## src/rtl/adder_shared_seq.sv

```systemverilog
`default_nettype none
// ============================================================================
// Module   : adder_1bit / adder_shared_seq
// Brief    : Full-adder cell, and a chunk-serial WIDTH-bit adder shared by
//            two requesters through a round-robin arbiter.
// Revision : 1.0
// ============================================================================

module adder_1bit #(
    parameter int IMPL_TYPE = 0
) (
    input  logic i_a,
    input  logic i_b,
    input  logic i_cin,
    output logic o_s,
    output logic o_cout
);
    logic w_p;

    assign w_p = i_a ^ i_b;
    assign o_s = w_p ^ i_cin;

    // All variants are functionally identical; they only differ in structure.
    generate
        if (IMPL_TYPE == 1) begin : g_mux_carry
            assign o_cout = w_p ? i_cin : i_a;
        end else if (IMPL_TYPE == 2) begin : g_majority
            assign o_cout = (i_a & i_b) | (i_a & i_cin) | (i_b & i_cin);
        end else begin : g_gen_prop
            assign o_cout = (i_a & i_b) | (w_p & i_cin);
        end
    endgenerate
endmodule

module adder_shared_seq #(
    parameter int WIDTH     = 32,
    parameter int CHUNK     = 8,
    parameter int IMPL_TYPE = 0
) (
    input  logic             clk,
    input  logic             rst_n,
    input  logic             req0_valid,
    output logic             req0_ready,
    input  logic [WIDTH-1:0] req0_A,
    input  logic [WIDTH-1:0] req0_B,
    input  logic             req1_valid,
    output logic             req1_ready,
    input  logic [WIDTH-1:0] req1_A,
    input  logic [WIDTH-1:0] req1_B,
    output logic             rsp_valid,
    input  logic             rsp_ready,
    output logic [WIDTH-1:0] rsp_Sum,
    output logic             rsp_Cout,
    output logic             rsp_id
);
    localparam int C_NCH  = WIDTH / CHUNK;
    localparam int C_IDXW = (C_NCH > 1) ? $clog2(C_NCH) : 1;
    localparam logic [C_IDXW-1:0] C_IDX_LAST = C_IDXW'(C_NCH - 1);
    localparam logic [C_IDXW-1:0] C_IDX_ONE  = C_IDXW'(1);

    localparam logic [1:0] C_ST_IDLE = 2'd0;
    localparam logic [1:0] C_ST_CALC = 2'd1;
    localparam logic [1:0] C_ST_DONE = 2'd2;

    generate
        if ((CHUNK < 1) || (WIDTH % CHUNK != 0)) begin : g_cfg_check
            $error("adder_shared_seq: WIDTH must be a positive multiple of CHUNK");
        end
    endgenerate

    logic [1:0]        state_q, state_d;
    logic [WIDTH-1:0]  a_q, a_d;
    logic [WIDTH-1:0]  b_q, b_d;
    logic [WIDTH-1:0]  sum_q, sum_d;
    logic              carry_q, carry_d;
    logic              cout_q, cout_d;
    logic              valid_q, valid_d;
    logic              id_q, id_d;
    logic              last_grant_q, last_grant_d;
    logic [C_IDXW-1:0] idx_q, idx_d;

    logic              w_grant_any;
    logic              w_grant;
    logic [31:0]       w_base;
    logic [CHUNK-1:0]  w_slice_a;
    logic [CHUNK-1:0]  w_slice_b;
    logic [CHUNK-1:0]  w_slice_s;
    logic [CHUNK:0]    w_carry;

    // Round robin only matters on contention; a lone requester always wins.
    assign w_grant_any = req0_valid | req1_valid;
    assign w_grant     = (req0_valid & req1_valid) ? ~last_grant_q : req1_valid;

    assign req0_ready = rst_n && (state_q == C_ST_IDLE) && w_grant_any && !w_grant;
    assign req1_ready = rst_n && (state_q == C_ST_IDLE) && w_grant_any &&  w_grant;

    assign w_base    = 32'(idx_q) * 32'(CHUNK);
    assign w_slice_a = a_q[w_base +: CHUNK];
    assign w_slice_b = b_q[w_base +: CHUNK];
    assign w_carry[0] = carry_q;

    generate
        for (genvar gi = 0; gi < CHUNK; gi++) begin : g_cell
            adder_1bit #(
                .IMPL_TYPE (IMPL_TYPE)
            ) u_cell (
                .i_a    (w_slice_a[gi]),
                .i_b    (w_slice_b[gi]),
                .i_cin  (w_carry[gi]),
                .o_s    (w_slice_s[gi]),
                .o_cout (w_carry[gi+1])
            );
        end
    endgenerate

    always_comb begin
        state_d      = state_q;
        a_d          = a_q;
        b_d          = b_q;
        sum_d        = sum_q;
        carry_d      = carry_q;
        cout_d       = cout_q;
        valid_d      = valid_q;
        id_d         = id_q;
        last_grant_d = last_grant_q;
        idx_d        = idx_q;

        case (state_q)
            C_ST_IDLE: begin
                if (w_grant_any) begin
                    a_d          = w_grant ? req1_A : req0_A;
                    b_d          = w_grant ? req1_B : req0_B;
                    id_d         = w_grant;
                    last_grant_d = w_grant;
                    carry_d      = 1'b0;
                    idx_d        = '0;
                    state_d      = C_ST_CALC;
                end
            end
            C_ST_CALC: begin
                sum_d[w_base +: CHUNK] = w_slice_s;
                carry_d = w_carry[CHUNK];
                idx_d   = idx_q + C_IDX_ONE;
                if (idx_q == C_IDX_LAST) begin
                    cout_d  = w_carry[CHUNK];
                    valid_d = 1'b1;
                    state_d = C_ST_DONE;
                end
            end
            C_ST_DONE: begin
                if (rsp_ready) begin
                    valid_d = 1'b0;
                    state_d = C_ST_IDLE;
                end
            end
            default: begin
                valid_d = 1'b0;
                state_d = C_ST_IDLE;
            end
        endcase
    end

    always_ff @(posedge clk or negedge rst_n) begin
        if (!rst_n) begin
            state_q      <= C_ST_IDLE;
            a_q          <= '0;
            b_q          <= '0;
            sum_q        <= '0;
            carry_q      <= 1'b0;
            cout_q       <= 1'b0;
            valid_q      <= 1'b0;
            id_q         <= 1'b0;
            last_grant_q <= 1'b1;
            idx_q        <= '0;
        end else begin
            state_q      <= state_d;
            a_q          <= a_d;
            b_q          <= b_d;
            sum_q        <= sum_d;
            carry_q      <= carry_d;
            cout_q       <= cout_d;
            valid_q      <= valid_d;
            id_q         <= id_d;
            last_grant_q <= last_grant_d;
            idx_q        <= idx_d;
        end
    end

    assign rsp_valid = valid_q;
    assign rsp_Sum   = sum_q;
    assign rsp_Cout  = cout_q;
    assign rsp_id    = id_q;
endmodule

`default_nettype wire

```

## config.mk

```make
export PLATFORM = sky130hd
export DESIGN_NAME = adder_shared_seq
export DESIGN_NICKNAME = d
export VERILOG_FILES = /design/src/rtl/adder_shared_seq.sv
export SDC_FILE = /design/constraint.sdc
export NUM_CORES = 1
export LEC_CHECK = 0
export CAP_MARGIN = 0
export CORE_MARGIN = 4
export CORE_UTILIZATION = 30
export DETAILED_ROUTE_END_ITERATION = 7
export DONT_BUFFER_PORTS = 1
export HOLD_SLACK_MARGIN = 0.06
export PLACE_DENSITY = 0.51
export SYNTH_ARGS = -nofsm -noshare
export SYNTH_HDL_FRONTEND = slang
export SYNTH_SLANG_ARGS = --single-unit
```

## constraint.sdc

```tcl
create_clock -name clk -period 13.6 [get_ports clk]
set_input_delay 2.72 -clock clk [delete_from_list [all_inputs] [get_ports clk]]
set_output_delay 2.72 -clock clk [all_outputs]
set_load 0.02 [all_outputs]
```

==> After elaboration in Yosys (flattened, before gate mapping) <==
Cells that the tools add are included.
{ "op_classes": {"add_sub_neg": 2, "eq_ne": 6, "shifts": 4, "mux": 15, "n_bitwise": 44, "n_reduce_logical": 12} }
{ "ops": {"columns": ["operator", "n"], "rows": [
  ["2-to-1 mux 32 bit", 2],
  ["indexed part select 32 x 6 -> 8 bit", 2],
  ["negator 5 -> 34 bit", 1],
  ["variable shift 8 x 34 -> 32 bit (first input constant)", 1],
  ["indexed part select 8 x 34 -> 32 bit", 1],
  ["bitwise mux 32 bit", 1],
  ["bitwise AND 1 bit", 17],
  ["XOR 1 bit", 16],
  ["OR 1 bit", 9],
  ["2-to-1 mux 2 bit", 4],
  ["inequality test 2 bit (second input constant)", 3],
  ["case mux 2 bit (3 select lines)", 1],
  ["AND reduction 2 bit", 3],
  ["AND reduction 3 bit", 2],
  ["== test 2 bit (second input constant)", 2],
  ["logical AND 1 bit", 4],
  ["2-to-1 mux 1 bit", 4],
  ["case mux 2 bit (2 select lines)", 1],
  ["case mux 1 bit (3 select lines)", 1],
  ["adder 2 x 1 -> 2 bit (second input constant)", 1],
  ["== test 2 x 1 -> 1 bit (second input constant)", 1],
  ["zero test 2 bit", 1],
  ["inverter 1 bit", 2],
  ["case mux 1 bit (2 select lines)", 1],
  ["other kinds (2)", 2]
]} }
{ "totals": {"ff_bits": 105, "output_inout_bits": 37} }

==> Longest topological paths before layout <==
{ "depth": {"ltp_word": 19, "ltp_mapped": 15, "mapped_depth_nobuf": 13} }

==> Hierarchy <==
A second synthesis with hierarchy kept.
{ "hier_totals": {"cells_unflattened": 359, "area_unflattened_um2": 5350.1} }
{ "by_module_without_submodules": {"columns": ["mod", "n_inst", "cells_each", "area_each_um2", "seq_area_each_um2"], "rows": [
  ["adder_shared_seq", 1, 351, 5190.0, 2628.8],
  ["adder_1bit", 8, 1, 20.0, 0.0]
]} }

==> Worst setup path before layout <==
No wires, ideal clock.
{ "synth_timing": {"kind": "input -> output", "startpoint": "in req1_valid", "endpoint": "out req1_ready", "t_arrival_ns": 3.997, "t_required_ns": 10.880, "setup_slack_ns": 6.883, "stages": 4, "n_path_buf": 2, "path_cell_list": "a21bo_4 -> buf_6 -> buf_6 -> nor4b_1"} }
{ "synth_between": {"elab_chain_len": 3} }
{ "synth_lines": {"columns": ["item", "line_no", "rtl"], "rows": [
  ["start: declaration", "46", "input logic req1_valid,"],
  ["bitwise AND 1 bit or OR 1 bit (tied branches)", "92, 91", null],
  ["2-to-1 mux 1 bit or logical AND 1 bit (tied branches)", "92, 95", null],
  ["logical AND 1 bit *", "95", "assign req1_ready = rst_n && (state_q == C_ST_IDLE) && w_grant_any && w_grant;"],
  ["end: declaration", "47", "output logic req1_ready,"]
]} }
Every way passes the cells marked *; elsewhere a longest branch is shown, timed or not.

==> Final worst setup path <==
Ends and elaborated chain as after synthesis.

==> impl_summary.log <==
INFO  metric outcome = finished, final reports clean
INFO  metric worst_path_largest_cell_delay = about 0.99 ns
INFO  metric fp-row-count = 49
INFO  metric synth.distinct_cells = 33
INFO  metric port_buffers = 0
INFO  metric synthDominantCellAreaShare = a little under half
INFO  metric report.power.total = between 1.5 and 2 mW
INFO  metric routed-via-count = 3040
INFO  metric synth_ff_type = sky130_fd_sc_hd__dfrtp_1
INFO  metric die_height = 144.6 um
INFO  metric placement.setup.worst_slack = 6.612 ns
INFO  metric fmax_achieved = about 140 MHz
INFO  metric finalSetupViolations = 0
INFO  metric required_time_of_the_critical_path = around 11 ns
INFO  metric cts_tree = built
INFO  metric io-pin-count = 170
INFO  metric synthMostInstantiatedCell = sky130_fd_sc_hd__dfrtp_1
INFO  metric avgViaCountPerCell = ~5.1
INFO  metric seq_power_share = between 30 and 40%
INFO  metric period_needed = between 6 and 7 ns
INFO  metric synth-edff-count = 0
INFO  metric ant_nets = 0
INFO  metric timing.critical_path.max_delay_family = simple AND/OR/NAND/NOR gates
INFO  metric timing.critical_path.from = req1_valid
INFO  metric cts_max_level = 3
INFO  metric final_layout_size_suffix_gt1_share = between 40 and 50%
INFO  metric dp_hpwl = 8.844 mm
INFO  metric clk_tree_root_cell = sky130_fd_sc_hd__clkbuf_16
INFO  metric drt-wirelength-per-cell = about 21 um
INFO  metric worst_setup_path_endpoint = req1_ready
INFO  metric maximum_number_of_pins_on_one_net_before_global_route_repair = between 100 and 150
INFO  metric synth_largest_area_cell = sky130_fd_sc_hd__dfrtp_1
INFO  metric post_synth_most_frequent_cells = sky130_fd_sc_hd__dfrtp_1, sky130_fd_sc_hd__mux2_2, sky130_fd_sc_hd__mux2_4, sky130_fd_sc_hd__o2bb2ai_1, sky130_fd_sc_hd__inv_1
INFO  metric worstPathCellList = a21bo_4 > nor4b_1
INFO  metric drt_wl_total = about 12 mm
INFO  metric cts-resized-gates = 0
INFO  metric die-width = between 100 and 150 um
INFO  metric first_global_vias = ~3300
INFO  metric report.final.slew_viol_count = 0
INFO  metric worst_path_depth = 2
INFO  metric r2r_end = rsp_Sum[31]
INFO  metric static-leakage-power = between 2 and 3 nW
INFO  metric timing.max_slew.rel_slack = between 20% and 30%
INFO  metric postCtsSetupBuffers = 0
INFO  metric synthToLayoutAreaGrowth = 8.648%
INFO  metric num-nets-final = slightly above 500
INFO  metric critPathBufInv = 0
INFO  metric syn_nets = about 520
INFO  metric synth.cell_area = roughly 5600 um2
INFO  metric portion_of_the_post_synthesis_area_used_by_sequential_elements = a little under half
INFO  metric insertion_delay_of_the_later_clocked_pin_in_the_worst_skew_pair = 0.35 ns
INFO  metric clock_tree_buf_depth = 2
INFO  metric crit_type = in -> out
INFO  metric critical_path_peak_fanout = between 60 and 70
INFO  metric detail_route.first_pass.iterations = 4
INFO  metric synthesis.yosys.warnings = 0
INFO  metric crit_slowest_cell = sky130_fd_sc_hd__nor4b_1
INFO  metric start_util = 30.85%
INFO  metric floorplan.die_area = 20910 um2
INFO  metric inserted_clock_buffers = 9
INFO  metric timing_worst_slew_pin_value = ~1.1 ns
INFO  metric powerDensity = approximately 280 nW/um2
INFO  metric gr-total-overflow = 0
INFO  metric min-delay-path-class = reg -> reg
INFO  metric cap_violations = 0
INFO  metric holdCritStartpoint = b_q[23]
INFO  metric synthArstFlopShare = between 90% and 100%
INFO  metric core = around 18000 um2
INFO  metric fin_skew = just over 0.009 ns
INFO  metric power.switching = ~650 uW
INFO  metric clock_share_of_power = roughly 17%
INFO  metric start_kind = primary input
INFO  metric grt.total_usage = between 10% and 20%
INFO  metric final_hold_vios = 0
INFO  metric final_critical_path_setup_slack = around 6.7 ns
INFO  metric worst_reg_to_reg_path_cell_count = 13
INFO  metric clock_sinks = around 110
INFO  metric vdd_drop_max = 98.63 uV
INFO  metric end_kind = primary output
INFO  metric syn-mean-instance-area = about 15 um2
INFO  metric rsz0062_at_grt = no
INFO  metric initial_antenna_violation_count = 0
INFO  metric ctsHoldBuffers = 0
INFO  metric power.share.combinational = 46.3%
INFO  metric grt_pass1_wl = between 15 and 20 mm
INFO  metric final_weighted_congestion_of_routability_driven_global_placement = about 0.80
INFO  metric ff2ff_setup_slack = roughly 9 ns
INFO  metric period_share = between 50 and 60%
INFO  metric antenna-diode-count = 0
INFO  metric critical_path.reg2reg.startpoint = idx_q[0]
INFO  metric fraction_of_power_spent_switching_nets = between 30% and 40%
INFO  metric path_clk_slew = 0.07 ns
INFO  metric timing.setup.tns = 0 ns
INFO  metric p_int = about 1.0 mW
INFO  metric detail_route.iter0.violations = slightly below 80
INFO  metric syn_inst = between 300 and 400
INFO  metric remaining_drc_errors = 0
INFO  metric synthTopCellsByArea = sky130_fd_sc_hd__dfrtp_1, sky130_fd_sc_hd__mux2_2, sky130_fd_sc_hd__mux2_4
INFO  metric yosys_register_bits = approximately 110
INFO  metric worstPathArrival = 4.21 ns
power by group through the flow:
stage	Clock [mW]	Sequential, mW	Combinational (mW)
global placement	0	0.622	0.785
floorplan	0	0.572	0.647
detailed placement	0	0.628	0.802
CTS	0.294	0.624	0.804
global route	0.306	0.644	0.885
finish	0.285	0.620	0.781
registers in the layout, indices dropped and copies added, names as in the netlist:
name,flops
a_q,32
b_q,32
idx_q,2
rsp_Sum,32
last_grant_q,1
state_q,2
carry_q,1
rsp_valid,1
rsp_Cout,1
rsp_id,1
metal layers:
metal  wire [um]  part of all wire, %  vias up  GRT usage, %
met5           0                    0        -             0
met3         854                  6.9       11         3.340
met2        5738                   47      121         18.36
met4         201                  1.6        0         4.566
met1        5508                   45     1547         16.24
li1            -                    -     1361             -
placed cells by master, fill, tap and decap left out, types with 2 or more instances in the layout:
| master | Yosys | final |
|---|---|---|
| sky130_fd_sc_hd__nor2b_1 | 3 | 3 |
| sky130_fd_sc_hd__mux4_2 | 16 | 16 |
| sky130_fd_sc_hd__a21oi_1 | 2 | 2 |
| sky130_fd_sc_hd__ha_1 | 6 | 6 |
| sky130_fd_sc_hd__bufinv_16 | 0 | 2 |
| sky130_fd_sc_hd__nand4_1 | 2 | 2 |
| sky130_fd_sc_hd__buf_4 | 2 | 2 |
| sky130_fd_sc_hd__inv_6 | 0 | 3 |
| sky130_fd_sc_hd__o21ai_0 | 4 | 4 |
| sky130_fd_sc_hd__nand2_1 | 12 | 12 |
| sky130_fd_sc_hd__clkbuf_16 | 0 | 9 |
| sky130_fd_sc_hd__a22o_1 | 2 | 2 |
| sky130_fd_sc_hd__nor2_1 | 2 | 2 |
| sky130_fd_sc_hd__mux2_2 | 75 | 75 |
| sky130_fd_sc_hd__o2bb2ai_1 | 30 | 30 |
| sky130_fd_sc_hd__mux2_4 | 54 | 54 |
| sky130_fd_sc_hd__dfrtp_1 | 104 | 103 |
| sky130_fd_sc_hd__nand2b_1 | 2 | 2 |
| sky130_fd_sc_hd__fa_1 | 8 | 8 |
| sky130_fd_sc_hd__inv_1 | 19 | 19 |
cell type report:
type                            count  area (um2)
Timing Repair Buffer                2       15.01
Multi-Input combinational cell    229        2756
Sequential cell                   105        2630
Fill cell                        1785       12060
Inverter                           19       71.32
Clock inverter                      7       98.84
Clock buffer                        9       225.2
Tap cell                          229       286.5
kinds of logic (layout without fill, tap and decap cells):
group / Yosys count / count (layout) / share of synthesized area, %
multiplexers: 145 / 145 / 36.00
AND/OR/NAND/NOR: 26 / 26 / 2.391
buffers and inverters: 40 / 37 / 3.955
flip-flops: 105 / 105 / 46.95
AO/OA/AOI/OAI: 44 / 44 / 6.503
adder cells (fa/ha/maj): 14 / 14 / 4.201
metrics by stage:
stage | hold WS [ns] | instances | cell area [um2] | utilization [%]
CTS | 0.5100 | 600 | 6083 | 33.52
floorplan | 0.4752 | 374 | 5599 | -
detailed placement | 0.4920 | 584 | 5759 | 31.74
global route | 0.5221 | 600 | 6083 | 33.52
finish | 0.5042 | 600 | 6083 | 33.52
global placement | 0.4845 | 584 | 5759 | 31.74
worst min-delay path by stage:
stage,end,slack [ns],depth (start not counted)
floorplan,b_q[16],0.48,1
global placement,b_q[24],0.48,1
global route,b_q[26],0.52,1
CTS,b_q[16],0.51,1
finish,b_q[23],0.50,1
detailed placement,b_q[7],0.49,1
Power figures use the tool's default switching activity.
